==> config.mk <==
export PLATFORM = sky130hd
export DESIGN_NAME = time_keeper
export DESIGN_NICKNAME = d
export VERILOG_FILES = /design/src/rtl/time_keeper_pkg.sv /design/src/rtl/time_keeper_tick.sv /design/src/rtl/time_keeper.sv
export SDC_FILE = /design/constraint.sdc
export NUM_CORES = 1
export LEC_CHECK = 0
export CAP_MARGIN = 40
export CELL_PAD_IN_SITES_DETAIL_PLACEMENT = 1
export CELL_PAD_IN_SITES_GLOBAL_PLACEMENT = 2
export CORE_UTILIZATION = 31
export CTS_BUF_LIST = sky130_fd_sc_hd__clkbuf_8
export DETAILED_ROUTE_END_ITERATION = 12
export GPL_TIMING_DRIVEN = 0
export HOLD_SLACK_MARGIN = 0.12
export PLACE_DENSITY = 0.84
export REMOVE_ABC_BUFFERS = 1
export SYNTH_ARGS = -nofsm -noshare
export SYNTH_HDL_FRONTEND = slang
export SYNTH_SLANG_ARGS = --single-unit
==> constraint.sdc <==
create_clock -name clk -period 6.11 [get_ports clk]
set_input_delay 1.222 -clock clk [delete_from_list [all_inputs] [get_ports clk]]
set_output_delay 1.222 -clock clk [all_outputs]
set_load 0.03 [all_outputs]
==> src/rtl/time_keeper_pkg.sv <==
// time_keeper shared types: heartbeat FSM states,
// time-width helper and beat-select constants.
package time_keeper_pkg;

  typedef enum logic [1:0] {
    IDLE = 2'd0,
    LO   = 2'd1,
    HI   = 2'd2
  } hb_state_t;

  localparam logic BEAT_LO = 1'b0;
  localparam logic BEAT_HI = 1'b1;

  function automatic int ntime(input int hi, input int lo);
    return hi + lo;
  endfunction

endpackage

==> src/rtl/time_keeper_tick.sv <==
// unit_tick_gen: divides clk into time units of unit_len
// cycles and emits a registered one-cycle unit_pulse.
module unit_tick_gen #(
  parameter int NUNIT = 16
) (
  input  logic             clk,
  input  logic             reset,
  input  logic [NUNIT-1:0] unit_len,
  input  logic             restart,
  input  logic             pause,
  output logic             unit_pulse
);

  logic [NUNIT-1:0] cnt;
  logic             wrap;

  // A lowered unit_len that is already behind cnt wraps at once.
  assign wrap = (unit_len != '0) &&
                (cnt >= unit_len - NUNIT'(1));

  // Unit counter and pulse register.
  always_ff @(posedge clk or posedge reset) begin
    if (reset) begin
      cnt        <= '0;
      unit_pulse <= 1'b0;
    end else if (restart) begin
      cnt        <= '0;
      unit_pulse <= 1'b0;
    end else if (pause) begin
      unit_pulse <= 1'b0;
    end else if (unit_len == '0) begin
      cnt        <= '0;
      unit_pulse <= 1'b0;
    end else if (wrap) begin
      cnt        <= '0;
      unit_pulse <= 1'b1;
    end else begin
      cnt        <= cnt + NUNIT'(1);
      unit_pulse <= 1'b0;
    end
  end

endmodule

==> src/rtl/time_keeper.sv <==
// time_keeper: wall clock, per-channel stall, heartbeats.
// Optional pause input enabled by TIME_KEEPER_PAUSE_EN.
module time_keeper
  import time_keeper_pkg::*;
#(
  parameter int NUNIT    = 16,
  parameter int NTIME_HI = 20,
  parameter int NTIME_LO = 20,
  parameter int NCHAN    = 2,
  parameter int NDROP    = 8
) (
  input  logic                   clk,
  input  logic                   reset,
  input  logic [NUNIT-1:0]       unit_len,
  input  logic                   reset_time,
  input  logic [NCHAN-1:0][NTIME_HI+NTIME_LO-1:0] pc_time,
  input  logic [NTIME_LO-1:0]    hb_period,
`ifdef TIME_KEEPER_PAUSE_EN
  input  logic                   pause,
`endif
  output logic                   unit_pulse,
  output logic [NTIME_HI+NTIME_LO-1:0] time_elapsed,
  output logic [NCHAN-1:0]       stall_dn,
  output logic [NTIME_LO-1:0]    hb_data,
  output logic                   hb_last,
  output logic                   hb_valid,
  input  logic                   hb_ready,
  output logic [NDROP-1:0]       hb_drop_cnt
);

  localparam int NTIME = ntime(NTIME_HI, NTIME_LO);

  logic              pause_i;
  logic [NTIME-1:0]  snap;
  logic [NTIME_LO-1:0] pcnt;
  logic [NTIME_LO-1:0] pcnt_inc;
  logic              trig;
  hb_state_t         state, state_n;
  logic [NTIME-1:0]  cur;
  logic [NTIME-1:0]  pend;
  logic              pend_v;
  logic              pend_ok;
  logic              acc;
  logic              take_pend;
  logic              trig_direct;
  logic              trig_pend;

`ifdef TIME_KEEPER_PAUSE_EN
  assign pause_i = pause;
`else
  assign pause_i = 1'b0;
`endif

  unit_tick_gen #(.NUNIT(NUNIT)) u_tick (
    .clk        (clk),
    .reset      (reset),
    .unit_len   (unit_len),
    .restart    (reset_time),
    .pause      (pause_i),
    .unit_pulse (unit_pulse)
  );

  assign snap     = time_elapsed + NTIME'(1);
  assign pcnt_inc = pcnt + NTIME_LO'(1);
  assign trig     = unit_pulse && !reset_time &&
                    (hb_period != '0) &&
                    (pcnt_inc >= hb_period);

  // Wall time: restart wins over a coincident unit pulse.
  always_ff @(posedge clk or posedge reset) begin
    if (reset)
      time_elapsed <= NTIME'(1);
    else if (reset_time)
      time_elapsed <= NTIME'(1);
    else if (unit_pulse)
      time_elapsed <= snap;
  end

  // Heartbeat period counter, counts units up to hb_period.
  always_ff @(posedge clk or posedge reset) begin
    if (reset)
      pcnt <= '0;
    else if (reset_time || hb_period == '0)
      pcnt <= '0;
    else if (unit_pulse)
      pcnt <= trig ? '0 : pcnt_inc;
  end

  // Per-channel stall: stream waits until wall time catches up.
  for (genvar i = 0; i < NCHAN; i++) begin : g_stall
    always_ff @(posedge clk or posedge reset) begin
      if (reset)
        stall_dn[i] <= 1'b0;
      else
        stall_dn[i] <= pc_time[i] > time_elapsed;
    end
  end

  assign acc         = hb_valid && hb_ready;
  assign pend_ok     = pend_v && !reset_time;
  assign take_pend   = (state == HI) && acc && pend_ok;
  assign trig_direct = trig && ((state == IDLE) ||
                       ((state == HI) && acc && !pend_ok));
  assign trig_pend   = trig && !trig_direct;

  // Heartbeat FSM state register.
  always_ff @(posedge clk or posedge reset) begin
    if (reset)
      state <= IDLE;
    else
      state <= state_n;
  end

  // Heartbeat next state and beat outputs.
  always_comb begin
    state_n  = state;
    hb_valid = 1'b0;
    hb_last  = 1'b0;
    hb_data  = '0;
    unique case (state)
      IDLE: begin
        if (trig)
          state_n = LO;
      end
      LO: begin
        hb_valid = 1'b1;
        hb_last  = BEAT_LO;
        hb_data  = cur[NTIME_LO-1:0];
        if (acc)
          state_n = HI;
      end
      HI: begin
        hb_valid = 1'b1;
        hb_last  = BEAT_HI;
        hb_data  = NTIME_LO'(cur[NTIME-1:NTIME_LO]);
        if (acc)
          state_n = (pend_ok || trig) ? LO : IDLE;
      end
      default: state_n = IDLE;
    endcase
  end

  // Snapshot in flight and the one-deep pending slot.
  always_ff @(posedge clk or posedge reset) begin
    if (reset) begin
      cur         <= '0;
      pend        <= '0;
      pend_v      <= 1'b0;
      hb_drop_cnt <= '0;
    end else begin
      if (trig_direct)
        cur <= snap;
      else if (take_pend)
        cur <= pend;
      if (reset_time) begin
        pend_v <= 1'b0;
      end else if (trig_pend) begin
        pend   <= snap;
        pend_v <= 1'b1;
        if (pend_v && !take_pend && hb_drop_cnt != '1)
          hb_drop_cnt <= hb_drop_cnt + NDROP'(1);
      end else if (take_pend) begin
        pend_v <= 1'b0;
      end
    end
  end

endmodule

# ---- After elaboration in Yosys (flattened, before gate mapping)
# Index checks and enable logic that the tools add are counted.
# Widths: inputs -> output; s select.
dict set report word_totals {
  reg_bits 170
  inputBits 120
  out_inout_bits 73
  wordCells 84
}
dict set report classes {
  n_addsub 5
  magnitude_cmp 4
  eq_ne 6
  mux 24
  bitwise_logic 1
  n_reduce_logical 33
}
# operator count
set ops {}
lappend ops {{$mux 40} 4}
lappend ops {{$gt 40x40->1} 2}
lappend ops {{$mux 20} 3}
lappend ops {{$mux 16} 3}
lappend ops {{$add 40x1->40 const B} 1}
lappend ops {{$pmux 20 s2} 1}
lappend ops {{$add 20x1->20 const B} 1}
lappend ops {{$ge 20x20->1} 1}
lappend ops {{$logic_not 20->1} 1}
lappend ops {{$reduce_bool 20->1} 1}
lappend ops {{$add 16x1->16 const B} 1}
lappend ops {{$ge 16x16->1} 1}
lappend ops {{$logic_not 16->1} 1}
lappend ops {{$reduce_bool 16->1} 1}
lappend ops {{$sub 16x1->16 const B} 1}
lappend ops {{$logic_and 1x1->1} 13}
lappend ops {{$mux 1} 9}
lappend ops {{$add 8x1->8 const B} 1}
lappend ops {{$ne 8x8->1 const B} 1}
lappend ops {{$mux 2} 3}
lappend ops {{$ne 2x2->1 const B} 3}
lappend ops {{$pmux 2 s3} 1}
lappend ops {{$reduce_and 3->1} 2}
lappend ops {{$reduce_bool 2->1} 3}
lappend ops {{9 further kinds} 14}

# ---- Depth between registers and ports, before layout
dict set report depth {
  word_depth 12
  ltp_mapped 15
  depth_no_buf 14
}

# ---- Hierarchy
# A second synthesis with hierarchy kept.
dict set report hier_totals {
  cells_unflattened 1289
  area_unflattened_um2 12136.6
}
# mod instances cells_each area_each_um2 seq_area_each_um2
set modules_own_cells {}
lappend modules_own_cells {time_keeper 1 1105 10538.9 3829.9}
lappend modules_own_cells {unit_tick_gen 1 184 1597.8 425.4}

# ---- Worst setup path before layout
# Ideal clock, no wire load.
dict set report synth_timing {
  kind {in2reg}
  startpoint {input unit_len[0]}
  endpoint {register u_tick.cnt[10]}
  arrival_time_ps 3990
  t_required_ps 6038
  slack_ps 2048
  stages 15
  n_path_buf 1
  cell_sequence {inv_1 > ha_1 > nand2_1 > or3_1 > nor4_1 > nor2b_1 > xnor2_1 > ha_1 > nor2b_1 > o21ai_0 > a21oi_1 > o31ai_1 > nand3_1 > clkbuf_1 > nor2_1}
}
dict set report synth_between {
  elab_chain_cells 6
}
# item line_no
set synth_rtl {}
lappend synth_rtl {{from (decl)} time_keeper.sv:14} ;# input logic [NUNIT-1:0] unit_len,
lappend synth_rtl {{$sub 16x1->16} time_keeper_tick.sv:19} ;# (cnt >= unit_len - NUNIT'(1));
lappend synth_rtl {{$ge 16x16->1} time_keeper_tick.sv:19}
lappend synth_rtl {{$logic_and 1x1->1} time_keeper_tick.sv:18} ;# assign wrap = (unit_len != '0) &&
lappend synth_rtl {{$mux 16} time_keeper_tick.sv:34} ;# end else if (wrap) begin
lappend synth_rtl {{$mux 16 (*)} time_keeper_tick.sv:31} ;# end else if (unit_len == '0) begin
lappend synth_rtl {{$mux 16 (*)} time_keeper_tick.sv:26} ;# end else if (restart) begin
lappend synth_rtl {{to (signal assigned)} time_keeper_tick.sv:38} ;# cnt <= cnt + NUNIT'(1);
lappend synth_rtl {{to (decl)} time_keeper_tick.sv:14} ;# logic [NUNIT-1:0] cnt;
# Mark *: on every way between the ends. The rest lies on a longest branch, timed or not.
# A chain may end at the register's enable or synchronous reset.

# ---- Worst setup path in the final report
dict set report layout_timing {
  startpoint {input unit_len[0]}
  endpoint {register u_tick.cnt[9]}
}
# Same word-level chain as after synthesis.

==> impl_metrics.json <==
{
  "clkSinkCount": 170,
  "powerDensity_nw_per_um2": 148,
  "synth-edff-count": 0,
  "antenna_found_initial": 4,
  "path_clk_slew_ns": 0.11,
  "ys_ff_latch": 170,
  "cp.arrival_ns": 5.05,
  "yosysSeqAreaShare_pct": 36.8,
  "nets": 1695,
  "fin_ws_ns": 1.44,
  "final_common_cell": "clkdlybuf4s50_1",
  "path_max_fanout": 16,
  "cts_resized": 0,
  "final_layout_size_suffix_gt1_share_pct": 7.11,
  "netlist_area_um2": 11600,
  "finalCriticalPeriod_ns": 4.67,
  "initial_core_util_pct": 31.6,
  "rows": 70,
  "cts_tree": "yes",
  "yosysWarnings": 0,
  "vias_per_cell": 5.20,
  "drv_cap": 0,
  "layout_common_cells": "clkdlybuf4s50_1 (191), nor2_1 (175), dfrtp_1 (169)",
  "synth_cell_type_count": 60,
  "endpoint_kind": "flop",
  "die_w_um": 195,
  "p_leak_nw": 6.23,
  "synth_cells": 1272,
  "postSynth.asyncResetShare_pct": 100,
  "hpwl_um": 28400,
  "routed_wl_um": 36500,
  "coreArea_um2": 36600,
  "postCtsSetupBuffers": 0,
  "timing_hold_violations_final": 0,
  "cts_buffer_depth": 2,
  "criticalPathCategory": "in -> reg",
  "avgSynthCellArea_um2": 9.08,
  "outcome": "finished clean",
  "skew_ns": 0.0260,
  "overflow": 0,
  "die_area_um2": 38000,
  "rsz0062_at_grt": "no",
  "postRouteAntennaNets": 0,
  "cts_buffers": 17,
  "dr.pass1.iters": 5,
  "min_period_over_period_pct": 76.5,
  "max_clock_freq_ghz": 0.214,
  "maxSlewViolCount": 0,
  "ioPinCount": 193,
  "num_vias": 10100,
  "hp-class": "reg -> reg",
  "routedWlPerCell_um": 18.8,
  "relSlewSlack_pct": 48.5,
  "area_growth_pct": 26.2,
  "dp_slack_ns": 0.871,
  "track_usage_pct": 19.5,
  "tns_ns": 0,
  "crit_required_ns": 6.49,
  "synthFlopType": "dfrtp_1",
  "cts_root_buf": "clkbuf_8",
  "die-height_um": 195,
  "drc": 0,
  "fillCellCount": 4222,
  "irDropWorstVdd_v": 0.000136,
  "grt_pass1_wl_um": 58500,
  "start_kind": "input port",
  "clk_latency_ns": 0.47,
  "ctsHoldBuffers": 0,
  "drtIter0Drc": 604,
  "grt_pass1_vias": 10600,
  "htreeDepth": 4,
  "portBuffers": 192,
  "grt_max_degree": 96,
  "worst_pin_slew_ns": 0.765,
  "place_congestion": 0.852,
  "setup_viol": 0
}
## final cells by class
class / instances / area (um^2) / share of cell area (%)
Tap cell: 468 / 586 / 4.02
Inverter: 82 / 315 / 2.16
Antenna cell: 4 / 10.0 / 0.0687
Clock buffer: 19 / 262 / 1.79
Multi-Input combinational cell: 972 / 6830 / 46.9
Timing Repair Buffer: 207 / 2210 / 15.1
Clock inverter: 13 / 110 / 0.755
Sequential cell: 170 / 4260 / 29.2
## sequential cells by signal, summed over array words and instances, names as in the netlist
signal,flops
time_elapsed,40
u_tick.cnt,16
pend_v,1
pcnt,20
cur,40
stall_dn,2
u_tick.unit_pulse,1
hb_drop_cnt,8
pend,40
state,2
## worst max-delay path, cell delays in order
cell,delay [ns]
clkdlybuf4s50_1,0.42
inv_1,0.10
ha_1,0.18
nand2_1,0.08
or3_1,0.37
nor4_1,0.60
nor2b_1,0.24
xnor2_1,0.15
ha_1,0.27
nor2b_1,0.13
o21ai_0,0.15
a21oi_1,0.09
o31ai_1,0.27
nand3_1,0.52
nor2_1,0.25
## final timing paths
| check | slack, ns | startpoint | depth (start not counted) | endpoint |
|---|---|---|---|---|
| max | 1.44 | unit_len[0] | 15 | u_tick.cnt[9] |
| min | 0.52 | pend_v | 2 | pend_v |
| max reg2reg | 1.97 | pcnt[0] | 14 | pend[1] |
| min reg2reg | 0.52 | pend_v | 2 | pend_v |
| max in group asynchronous | 3.98 | reset | 3 | u_tick.cnt[14] |
| min in group asynchronous | 1.21 | reset | 2 | time_elapsed[24] |
## per-layer routing
metal	up-vias	global-route usage (%)	wire (um)
met5	-	0	0
met4	0	4.90	442
met3	22	2.59	1070
met2	157	32.8	17700
met1	5034	26.5	17200
li1	4843	-	-
## through the flow
step	util [%]	instance area, um^2	hold WS (ns)	power (W)	std cells
2_1_floorplan	-	11400	0.468	0.00126	1224
4_1_cts	39.8	14600	0.522	0.00219	1930
3_5_place_dp	38.8	14200	0.497	0.00140	1898
5_1_grt	39.8	14600	0.539	0.00226	1935
3_3_place_gp	37.9	13900	0.487	0.00138	1884
6_report	39.8	14600	0.520	0.00216	1935
## synthesized netlist by cell type (all sizes together) (5+ instances only)
master	instances	area, um^2
nand4	36	225
a32o	13	130
clkbuf	42	158
buf	6	33.8
nand2	56	210
o21ai	30	150
or3	14	88.8
dfrtp	169	4230
xnor2	100	883
nor2	175	657
and2	5	31.3
nand3	47	240
mux2	42	473
nor2b	28	175
a21o	39	293
inv	82	308
nor4	13	96.3
ha	125	1560
a22oi	21	158
and3	16	100
a21oi	113	566
and4	6	52.6
nor3	21	105
xor2	20	175
## report_power, final
group,internal (W),total (W),switching (W)
sequential,0.00113,0.00113,0.00000336
combinational,0.000125,0.000241,0.000115
clock,0.000314,0.000790,0.000476
total,0.00157,0.00216,0.000595
## kinds of logic after synthesis
kind of cell               Yosys count  synth area share [%]
buffers and inverters              130                  4.32
DFF                                170                  36.8
and+or+nand+nor                    430                  18.0
muxes                               44                  4.27
AOI/OAI and AO/OA                  253                  13.9
xor gates and xnor gates           120                  9.16
adders and majority gates          125                  13.5
Note: power is estimated with default switching activity, not from simulation.
